## config.mk

```make
export PLATFORM = sky130hd
export DESIGN_NAME = l2_write_buffer_flat
export DESIGN_NICKNAME = d
export VERILOG_FILES = /design/src/rtl/l2_write_buffer_if.sv /design/src/rtl/l2_write_buffer.sv /design/src/flat_wrapper.sv
export SDC_FILE = /design/constraint.sdc
export NUM_CORES = 2
export LEC_CHECK = 0
export CORE_AREA = 2 2 422 424
export DETAILED_ROUTE_END_ITERATION = 8
export DIE_AREA = 0 0 424 426
export GPL_TIMING_DRIVEN = 1
export PLACE_DENSITY = 0.74
export RECOVER_POWER = 25
export SLEW_MARGIN = 20
export SYNTH_ARGS = -nofsm -noshare
export SYNTH_HDL_FRONTEND = slang
export SYNTH_SLANG_ARGS = --single-unit
```

## constraint.sdc

```tcl
create_clock -name clk -period 59 [get_ports clk]
set_input_delay 14.75 -clock clk [delete_from_list [all_inputs] [get_ports clk]]
set_output_delay 14.75 -clock clk [all_outputs]
set_load 0.01 [all_outputs]
```

## src/rtl/l2_write_buffer_if.sv

```systemverilog
// L2 <-> write-buffer <-> physical-memory signal bundle.
// The slave view belongs to the buffer; the master view belongs to whatever drives the L2 and memory sides.
interface l2_write_buffer_if #(
    parameter int s_line = 256
);
    logic [31:0]       mem_address;
    logic              mem_read;
    logic              mem_write;
    logic [s_line-1:0] mem_wdata;
    logic [s_line-1:0] mem_rdata;
    logic              mem_resp;

    logic [31:0]       pmem_address;
    logic              pmem_read;
    logic              pmem_write;
    logic [s_line-1:0] pmem_wdata;
    logic [s_line-1:0] pmem_rdata;
    logic              pmem_resp;

    modport slave (
        input  mem_address, mem_read, mem_write, mem_wdata, pmem_rdata, pmem_resp,
        output mem_rdata, mem_resp, pmem_address, pmem_read, pmem_write, pmem_wdata
    );

    modport master (
        output mem_address, mem_read, mem_write, mem_wdata, pmem_rdata, pmem_resp,
        input  mem_rdata, mem_resp, pmem_address, pmem_read, pmem_write, pmem_wdata
    );
endinterface

```

## src/rtl/l2_write_buffer.sv

```systemverilog
// Write-back buffer between the L2 and physical memory: absorbs evictions, forwards
// buffered lines on read hits, and drains oldest-first when the L2 side is quiet.
module l2_write_buffer #(
    parameter int depth    = 4,
    parameter int s_offset = 5,
    parameter int s_line   = 256
) (
    input logic           clk,
    input logic           rst,
    l2_write_buffer_if.slave bus
);
    localparam int tag_w = 32 - s_offset;
    localparam int ptr_w = $clog2(depth);

    typedef logic [tag_w-1:0] tag_t;
    typedef logic [ptr_w-1:0] ptr_t;
    typedef logic [ptr_w:0]   cnt_t;
    typedef enum logic [1:0] {IDLE, RESP, RD_MEM, DRAIN} state_t;

    state_t            state, state_d;
    logic [depth-1:0]  valid;
    tag_t              tags [depth];
    logic [s_line-1:0] data [depth];
    ptr_t              head, tail;
    cnt_t              count;

    tag_t req_tag;
    logic hit;
    ptr_t hit_idx;
    logic do_wr_hit, do_wr_alloc, do_rd_hit, do_rd_miss, do_drain, drain_done, rd_done;
    logic unused_low;

    assign req_tag    = bus.mem_address[31:s_offset];
    assign unused_low = ^bus.mem_address[s_offset-1:0];

    // Tags are unique among valid entries, so at most one match fires.
    always_comb begin
        hit     = 1'b0;
        hit_idx = '0;
        for (int i = 0; i < depth; i++) begin
            if (valid[i] && tags[i] == req_tag) begin
                hit     = 1'b1;
                hit_idx = ptr_t'(i);
            end
        end
    end

    always_ff @(posedge clk or posedge rst) begin
        if (rst) state <= IDLE;
        else     state <= state_d;
    end

    always_comb begin
        state_d     = state;
        do_wr_hit   = 1'b0;
        do_wr_alloc = 1'b0;
        do_rd_hit   = 1'b0;
        do_rd_miss  = 1'b0;
        do_drain    = 1'b0;
        drain_done  = 1'b0;
        rd_done     = 1'b0;
        case (state)
            IDLE: begin
                if (bus.mem_write && hit) begin
                    do_wr_hit = 1'b1;
                    state_d   = RESP;
                end else if (bus.mem_write && count != cnt_t'(depth)) begin
                    do_wr_alloc = 1'b1;
                    state_d     = RESP;
                end else if (bus.mem_read && hit) begin
                    do_rd_hit = 1'b1;
                    state_d   = RESP;
                end else if (bus.mem_read) begin
                    do_rd_miss = 1'b1;
                    state_d    = RD_MEM;
                end else if (count != '0) begin
                    do_drain = 1'b1;
                    state_d  = DRAIN;
                end
            end
            RESP: state_d = IDLE;
            RD_MEM: begin
                if (bus.pmem_resp) begin
                    rd_done = 1'b1;
                    state_d = RESP;
                end
            end
            DRAIN: begin
                if (bus.pmem_resp) begin
                    drain_done = 1'b1;
                    state_d    = IDLE;
                end
            end
            default: state_d = IDLE;
        endcase
    end

    // Handshake outputs are registered straight from the next state, so each is high exactly while in its state.
    always_ff @(posedge clk or posedge rst) begin
        if (rst) begin
            valid            <= '0;
            head             <= '0;
            tail             <= '0;
            count            <= '0;
            bus.mem_resp     <= 1'b0;
            bus.pmem_read    <= 1'b0;
            bus.pmem_write   <= 1'b0;
            bus.mem_rdata    <= '0;
            bus.pmem_address <= '0;
            bus.pmem_wdata   <= '0;
        end else begin
            bus.mem_resp   <= (state_d == RESP);
            bus.pmem_read  <= (state_d == RD_MEM);
            bus.pmem_write <= (state_d == DRAIN);
            if (do_wr_alloc) begin
                valid[tail] <= 1'b1;
                tail        <= tail + ptr_t'(1);
                count       <= count + cnt_t'(1);
            end
            if (drain_done) begin
                valid[head] <= 1'b0;
                head        <= head + ptr_t'(1);
                count       <= count - cnt_t'(1);
            end
            if (do_rd_hit) bus.mem_rdata <= data[hit_idx];
            if (rd_done)   bus.mem_rdata <= bus.pmem_rdata;
            if (do_rd_miss) bus.pmem_address <= {req_tag, {s_offset{1'b0}}};
            if (do_drain) begin
                bus.pmem_address <= {tags[head], {s_offset{1'b0}}};
                bus.pmem_wdata   <= data[head];
            end
        end
    end

    always_ff @(posedge clk) begin
        if (do_wr_alloc) tags[tail] <= req_tag;
        if (do_wr_alloc) data[tail] <= bus.mem_wdata;
        if (do_wr_hit)   data[hit_idx] <= bus.mem_wdata;
    end
endmodule

```

## src/flat_wrapper.sv

```systemverilog
// flat-port wrapper written by rule: the top's interface ports become plain ports
module l2_write_buffer_flat 
#(
    parameter int depth    = 4,
    parameter int s_offset = 5,
    parameter int s_line   = 256
)
  (clk, rst, bus_mem_address, bus_mem_read, bus_mem_write, bus_mem_wdata, bus_pmem_rdata, bus_pmem_resp, bus_mem_rdata, bus_mem_resp, bus_pmem_address, bus_pmem_read, bus_pmem_write, bus_pmem_wdata);
  l2_write_buffer_if #(.s_line(s_line)) bus_i ();
  input logic clk;
  input logic rst;
  input wire logic [$bits(bus_i.mem_address)-1:0] bus_mem_address;
  input wire logic [$bits(bus_i.mem_read)-1:0] bus_mem_read;
  input wire logic [$bits(bus_i.mem_write)-1:0] bus_mem_write;
  input wire logic [$bits(bus_i.mem_wdata)-1:0] bus_mem_wdata;
  input wire logic [$bits(bus_i.pmem_rdata)-1:0] bus_pmem_rdata;
  input wire logic [$bits(bus_i.pmem_resp)-1:0] bus_pmem_resp;
  output wire logic [$bits(bus_i.mem_rdata)-1:0] bus_mem_rdata;
  output wire logic [$bits(bus_i.mem_resp)-1:0] bus_mem_resp;
  output wire logic [$bits(bus_i.pmem_address)-1:0] bus_pmem_address;
  output wire logic [$bits(bus_i.pmem_read)-1:0] bus_pmem_read;
  output wire logic [$bits(bus_i.pmem_write)-1:0] bus_pmem_write;
  output wire logic [$bits(bus_i.pmem_wdata)-1:0] bus_pmem_wdata;
  assign bus_i.mem_address = bus_mem_address;
  assign bus_i.mem_read = bus_mem_read;
  assign bus_i.mem_write = bus_mem_write;
  assign bus_i.mem_wdata = bus_mem_wdata;
  assign bus_i.pmem_rdata = bus_pmem_rdata;
  assign bus_i.pmem_resp = bus_pmem_resp;
  assign bus_mem_rdata = bus_i.mem_rdata;
  assign bus_mem_resp = bus_i.mem_resp;
  assign bus_pmem_address = bus_i.pmem_address;
  assign bus_pmem_read = bus_i.pmem_read;
  assign bus_pmem_write = bus_i.pmem_write;
  assign bus_pmem_wdata = bus_i.pmem_wdata;
  l2_write_buffer #(.depth(depth), .s_offset(s_offset), .s_line(s_line)) u_core (.clk(clk), .rst(rst), .bus(bus_i));
endmodule
```

* Word level (Yosys, flattened, before mapping) *
Memory sizes are Yosys's and may differ from the RTL's. A register that Yosys moved wholly into a read port is not among the register bits.
Cells that the tools add are included.
W data, S select, Z words.

word-level totals
  input bits = 549
  word-level logic and storage cells = 106
  flip-flop bits (word level) = 304
  RAM bits = 1132
  bits in latches = 0
  memories kept = 2
  bits in read-only memories = 0
  output and inout port bits = 547

memory list
  memory       depth  bits a word  read ports  clocked after Yosys merged registers in  write ports  RTL line               text
  u_core.data  4      256          2           1                                        1            l2_write_buffer.sv:23  logic [s_line-1:0] data [depth];
  u_core.tags  4      27           5           0                                        1            l2_write_buffer.sv:22  tag_t tags [depth];

operators by class
  multipliers = 0
  muxes and demuxes = 57
  reduce and logical (&&, ||, !) cells = 15
  div/mod/pow operators = 0
  $lt $le $gt $ge = 4
  eq/ne operators = 11
  $add $sub $neg = 4
  shift-type cells = 0
  bitwise gates (word level) = 3

operator list
  cell                   number
  $mux W256              3
  $reduce_or A256 Y1     1
  $eq A27 B27 Y1         4
  $mux W32               2
  $mux W1                35
  $mux W2                10
  $logic_and A1 B1 Y1    9
  $eq A2 B2 Y1 const B   4
  $mux W4                2
  $pmux W2 S4            1
  $lt A2 B3 Y1 const B   2
  $mux W3                2
  $reduce_bool A2 Y1     3
  $add A2 B1 Y2 const B  2
  $and A4 B4 Y4          1
  $demux W1 S2           2
  $eq A2 B1 Y1 const B   2
  $ge A2 B1 Y1 const B   2
  $not A4 Y4             1
  $or A4 B4 Y4           1
  $add A3 B1 Y3 const B  1
  $ne A3 B3 Y1 const B   1
  $reduce_bool A3 Y1     1
  $sub A3 B1 Y3 const B  1
  $logic_not A2 Y1       1

* Longest topological paths before layout *
An unclocked memory read counts as a cell.

  word-level depth = 14
  depth in mapped cells = 13
  gate-level depth less buffers = 7

* Least setup slack after synthesis *
OpenSTA, ideal clock, no wires.

  path type = input to register
  from = in bus_mem_address[8]
  to = mem u_core.data[2][0], enable pin
  setup time = 1.249 ns
  data required time = 57.751 ns
  arrival = 34.915 ns
  stages on the path = 9
  buffers on the path = 4
  setup slack = 22.837 ns
  cell sequence = clkbuf_1 xnor2_1 nand4_1 nor4_1 nand4_1 clkbuf_1 clkbuf_1 clkbuf_1 o31ai_1

on the way
  cells in the longest elaborated chain, start to end = 13
  elaborated cells on any way between the ends = 27
  those cells by class = eq/ne: 4; mux: 17; reduce/logical: 6

ends and longest elaborated chain
  element                                              RTL line                text
  from (decl)                                          flat_wrapper.sv:12      input wire logic [$bits(bus_i.mem_address)-1:0] bus_mem_address;
  $eq A27 B27 Y1                                       l2_write_buffer.sv:41   if (valid[i] && tags[i] == req_tag) begin
  $logic_and A1 B1 Y1                                  l2_write_buffer.sv:41
  $mux W1 (4 in a row)                                 l2_write_buffer.sv:41
  $logic_and A1 B1 Y1                                  l2_write_buffer.sv:64   if (bus.mem_write && hit) begin
  $mux W1                                              l2_write_buffer.sv:64
  $mux W1                                              l2_write_buffer.sv:62   case (state)
  $mux W1                                              l2_write_buffer.sv:138  if (do_wr_hit) data[hit_idx] <= bus.mem_wdata;
  $mux W1 (implied by the code)                        l2_write_buffer.sv:138
  $reduce_or A256 Y1 (no source line)                  -
  $mux W2 (no source line) or $mux W1 (tied branches)  -
  to (decl)                                            l2_write_buffer.sv:23

Several ways; a longest one is shown, not always the timed one.

* Worst setup path in the final report *
  from = in bus_mem_address[11]
  to = reg u_core.bus.pmem_wdata[1], read port of u_core.data

on the way
  cells in the longest elaborated chain, start to end = 11
  elaborated cells on any way between the ends = 18
  those cells by class = eq/ne: 4; mux: 8; reduce/logical: 6

ends and longest elaborated chain
  element               RTL line                  text
  $eq A27 B27 Y1        l2_write_buffer.sv:41
  $logic_and A1 B1 Y1   l2_write_buffer.sv:41
  $mux W1 (3 in a row)  l2_write_buffer.sv:41
  $mux W1 (*)           l2_write_buffer.sv:41
  $logic_and A1 B1 Y1   l2_write_buffer.sv:70     end else if (bus.mem_read && hit) begin
  $mux W1               l2_write_buffer.sv:70
  $mux W1               l2_write_buffer.sv:67     end else if (bus.mem_write && count != cnt_t'(depth)) begin
  $mux W1 (*)           l2_write_buffer.sv:64
  $mux W1 (*)           l2_write_buffer.sv:62
  to (decl)             l2_write_buffer_if.sv:22  output mem_rdata, mem_resp, pmem_address, pmem_read, pmem_write, pmem_wdata

Mark *: on every way between the ends. The rest lies on a longest branch, timed or not.
A chain may end at the register's enable or synchronous reset.

==> Implementation_results.wiki <==
{| class="wikitable"
! Metric !! Value
|-
| Iteration-0 DRC count of the detailed router || 6257
|-
| Die extent in x || 424 microns
|-
| Area occupied by registers || 47900 sq um
|-
| Minimum clock period || 20.64 ns
|-
| Core Rows || 154
|-
| Floorplan core area || 176000 sq um
|-
| Unrepaired setup endpoints after global routing || false
|-
| Max-slew headroom at the worst pin || -2.25%
|-
| Worst Hold Path EP || u_core.bus.pmem_wdata[13]$_DFFE_PP0P_
|-
| Full die area || 181000 sq um
|-
| Xor-xnor portion of the synthesized cell area || 1.38%
|-
| Simple-gate share of the synthesized area || 7.95%
|-
| Number of buffers inserted during clock tree synthesis || 177
|-
| Hold Path Cell Cnt || 1
|-
| Worst voltage drop across the vdd grid || 0.0434 mV
|-
| Dominant combinational cell family by area after synthesis || multiplexers
|-
| Final-report setup violation count || 0
|-
| Maximum fanout encountered on the critical timing path || 48
|-
| Max-cap violations || 0
|-
| Complex-gate fraction of the synthesized area || 9.65%
|-
| First-pass GRT wire length || 366000 microns
|-
| Most used cells in the layout excluding fill and tap cells || sky130_fd_sc_hd__edfxtp_1, sky130_fd_sc_hd__clkdlybuf4s50_1, sky130_fd_sc_hd__dfrtp_1
|-
| Summed instance area of the synthesized netlist || 74500 sq um
|-
| Sequential share of the synthesized area || 64.3%
|-
| Synthesis-to-layout area growth || 25.2%
|-
| Yosys cell types || 51
|-
| Ratio of cells with drive above 1 in the final layout || 15.0%
|-
| Number of detailed-route iterations in the first pass || 6
|-
| Capturing point of the worst reg2reg path || u_core.bus.pmem_wdata[1]$_DFFE_PP0P_
|-
| Post-synthesis sequential element count || 1687
|-
| Non-filler cells in the finished layout || 8544
|-
| Hold Crit Class || reg -> reg
|-
| Vias in the first global route || 50900
|-
| Number of design rule violations left after detail routing || 0
|-
| Vias post-DR || 52700
|-
| Number of warnings issued by yosys || 0
|-
| Multiplexer area fraction after synthesis || 13.6%
|-
| P_leak || 31.5 nW
|-
| Actual slew at the worst max-slew pin || 1.53 ns
|-
| Startpoint of the worst-slack reg-to-reg timing path || u_core.tags[1][6]$_DFFE_PP_
|-
| Signal arrival time at the worst endpoint || 21.37 ns
|-
| Starting density of the core || 42.4%
|-
| R2r setup slk || 52.68 ns
|-
| Status || complete, but fails checks
|-
| Net count of the finished layout || 6490
|-
| CTS Root Cell || sky130_fd_sc_hd__clkbuf_16
|-
| Critical path start-end classification || in -> reg
|-
| Clock slew seen by the registers of the worst setup and hold paths || 0.06 ns
|-
| Final ANT Viol Nets || 0
|-
| Failing checks || max-slew violations
|-
| Postcts setup bufs || 0
|-
| Vert. Die Dim || 426 microns
|-
| Crit path capture type || flip-flop
|-
| All-Layer GR Usage || 27.6%
|-
| Final hold violations || 0
|-
| Placed wire-length estimate after detailed placement || 159000 microns
|-
| Detail-routed net length per standard cell || 30.2 microns
|-
| Number of standard cells after synthesis || 5065
|-
| Leading cell type in the layout, fill and taps excluded || sky130_fd_sc_hd__edfxtp_1
|-
| Cell area power density || 47.6 nW/um^2
|-
| CTS max path bufs || 3
|-
| Upper clock frequency limit || 48.4 MHz
|-
| I/O pin count || 1096
|-
| Fraction of the mapped netlist area in adder cells || 0.161%
|-
| Endpoint required time on the critical path || 59.73 ns
|-
| Mean instance size in the synthesized netlist || 14.7 sq um
|-
| H-tree depth || 4
|-
| Share of synthesized registers carrying an async set or reset || 32.9%
|-
| Worst-case clock skew || 0.0925 ns
|-
| Final worst-path cycle share || 35.0%
|-
| Via/cell ratio || 6.17
|-
| Remaining Overflow, GRT || 0
|-
| Summed negative setup slack over all endpoints || 0 ns
|-
| Port Buf Inserts || 1085
|-
| Largest net degree at the start of global routing || 226
|-
| Startpoint class of the critical path || input port
|-
| Routed wire length || 258000 microns
|-
| Combined area of the multi-input logic cells || 24500 sq um
|-
| Final GP Congestion || 0.915
|-
| Top flip-flop cell by instance count after synthesis || sky130_fd_sc_hd__edfxtp_1
|-
| Placed cells || 8091
|-
| Number of gates given a new drive strength after cts || 0
|-
| Min-delay src || u_core.bus.pmem_wdata[13]$_DFFE_PP0P_
|-
| Count of flip-flops with a built-in enable after synthesis || 1132
|-
| Clock tree from TritonCTS || built
|-
| Number of filler cells placed in the layout || 14200
|-
| Logic depth of the worst register-to-register path || 10
|-
| Number of pins exceeding their max-slew limit in the final report || 39
|-
| Source-to-sink clock delay at the later pin of the worst-skew pair || 0.86 ns
|-
| Post-CTS Hold Buffers || 0
|-
| Sink Count || 1687
|-
| Antenna violations before repair || 142
|}
==> area by class of cell <==
| cell class | count | share of cell area [%] |
|---|---|---|
| flip-flops and latches | 1687 | 51.4 |
| multi-input cells | 2888 | 26.3 |
| repair buffers | 1167 | 12.5 |
| clock buffers | 260 | 5.35 |
| well taps | 2340 | 3.14 |
| clock inverters | 74 | 0.964 |
| diodes | 117 | 0.314 |
| inverters | 11 | 0.0523 |
==> state kept, by name, summed over array words and instances (netlist names) <==
register                 count
u_core.head                  2
u_core.tail                  2
u_core.state                 2
u_core.bus.mem_rdata       256
u_core.bus.pmem_write        1
u_core.data               1024
u_core.bus.mem_resp          1
u_core.tags                108
u_core.bus.pmem_address     27
u_core.valid                 4
u_core.bus.pmem_wdata      256
u_core.count                 3
u_core.bus.pmem_read         1
==> per-layer routing <==
layer	up-vias	wire (microns)	track usage, %	share of wire (%)
met5	-	207	0	0.080
met4	32	16500	18.0	6.4
met3	717	25700	6.99	10
met2	3333	122000	42.3	47
met1	26900	93900	35.0	36
li1	21800	-	-	-
==> critical path, stage by stage <==
cell	delay, ns
sky130_fd_sc_hd__clkdlybuf4s50_1	0.78
sky130_fd_sc_hd__xnor2_1	0.26
sky130_fd_sc_hd__nand4_1	0.21
sky130_fd_sc_hd__or4_4	0.64
sky130_fd_sc_hd__or2_4	0.28
sky130_fd_sc_hd__and4_4	0.58
sky130_fd_sc_hd__o21a_4	0.82
sky130_fd_sc_hd__buf_4	0.80
sky130_fd_sc_hd__buf_4	0.90
sky130_fd_sc_hd__buf_4	0.72
sky130_fd_sc_hd__mux2_2	0.41
==> cells in the mapped netlist, types with 19 or more instances <==
master	number	share of area, %
sky130_fd_sc_hd__edfxtp_1	1132	46
sky130_fd_sc_hd__dfrtp_1	555	19
sky130_fd_sc_hd__nand3_1	519	3.5
sky130_fd_sc_hd__clkbuf_1	390	2.0
sky130_fd_sc_hd__mux4_2	283	8.6
sky130_fd_sc_hd__nand2_1	262	1.3
sky130_fd_sc_hd__o21ai_0	262	1.8
sky130_fd_sc_hd__o31ai_1	259	2.6
sky130_fd_sc_hd__a31oi_1	258	2.2
sky130_fd_sc_hd__nand2b_1	256	2.2
sky130_fd_sc_hd__o211ai_1	256	2.6
sky130_fd_sc_hd__mux2_4	232	4.7
sky130_fd_sc_hd__xnor2_1	61	0.72
sky130_fd_sc_hd__xor2_1	47	0.55
sky130_fd_sc_hd__buf_2	36	0.24
sky130_fd_sc_hd__buf_6	32	0.48
sky130_fd_sc_hd__and4_1	28	0.33
sky130_fd_sc_hd__a221o_1	27	0.36
sky130_fd_sc_hd__nand4_1	26	0.22
sky130_fd_sc_hd__mux2_2	25	0.38
sky130_fd_sc_hd__buf_1	19	0.096
==> stage by stage <==
stage / worst slack [ns] / total power (W) / util [%] / instance area, sq um / hold slack [ns]
6_report: 38.36 / 0.00444 / 53.1 / 93200 / 0.506
5_1_grt: 38.20 / 0.00459 / 53.0 / 93200 / 0.515
4_1_cts: 38.48 / 0.00445 / 52.9 / 92900 / 0.510
3_5_place_dp: 37.56 / 0.00332 / 49.5 / 87000 / 0.492
3_3_place_gp: 37.57 / 0.00330 / 49.5 / 87000 / 0.492
2_1_floorplan: 22.84 / 0.00259 / - / 74500 / 0.480
==> logic make-up after synthesis <==
logic type / after synthesis
AND/OR/NAND/NOR: 1143
XOR/XNOR: 113
adder cells (fa/ha/maj): 9
multiplexers: 542
other: 1
flip-flops: 1687
AO/OA/AOI/OAI: 1076
buffers and inverters: 494
==> how the worst max path moves through the flow <==
| stage | cells after the start | start | slack, ns | to |
|---|---|---|---|---|
| floorplan | 9 | bus_mem_address[8] | 22.84 | u_core.data[2][0]$_DFFE_PP_ |
| global placement | 11 | bus_mem_address[11] | 37.57 | u_core.bus.pmem_wdata[1]$_DFFE_PP0P_ |
| detailed placement | 11 | bus_mem_address[11] | 37.56 | u_core.bus.pmem_wdata[1]$_DFFE_PP0P_ |
| CTS | 11 | bus_mem_address[11] | 38.48 | u_core.bus.pmem_wdata[1]$_DFFE_PP0P_ |
| global route | 11 | bus_mem_address[11] | 38.20 | u_core.bus.pmem_wdata[1]$_DFFE_PP0P_ |
| finish | 11 | bus_mem_address[11] | 38.36 | u_core.bus.pmem_wdata[1]$_DFFE_PP0P_ |
==> report_power, final <==
part	switching [W]	total [W]	internal [W]
Clock	0.000486	0.00113	0.000641
Sequential	0.000202	0.00177	0.00157
Combinational	0.000733	0.00154	0.000806
No activity file was read; power rests on OpenSTA's default activity.
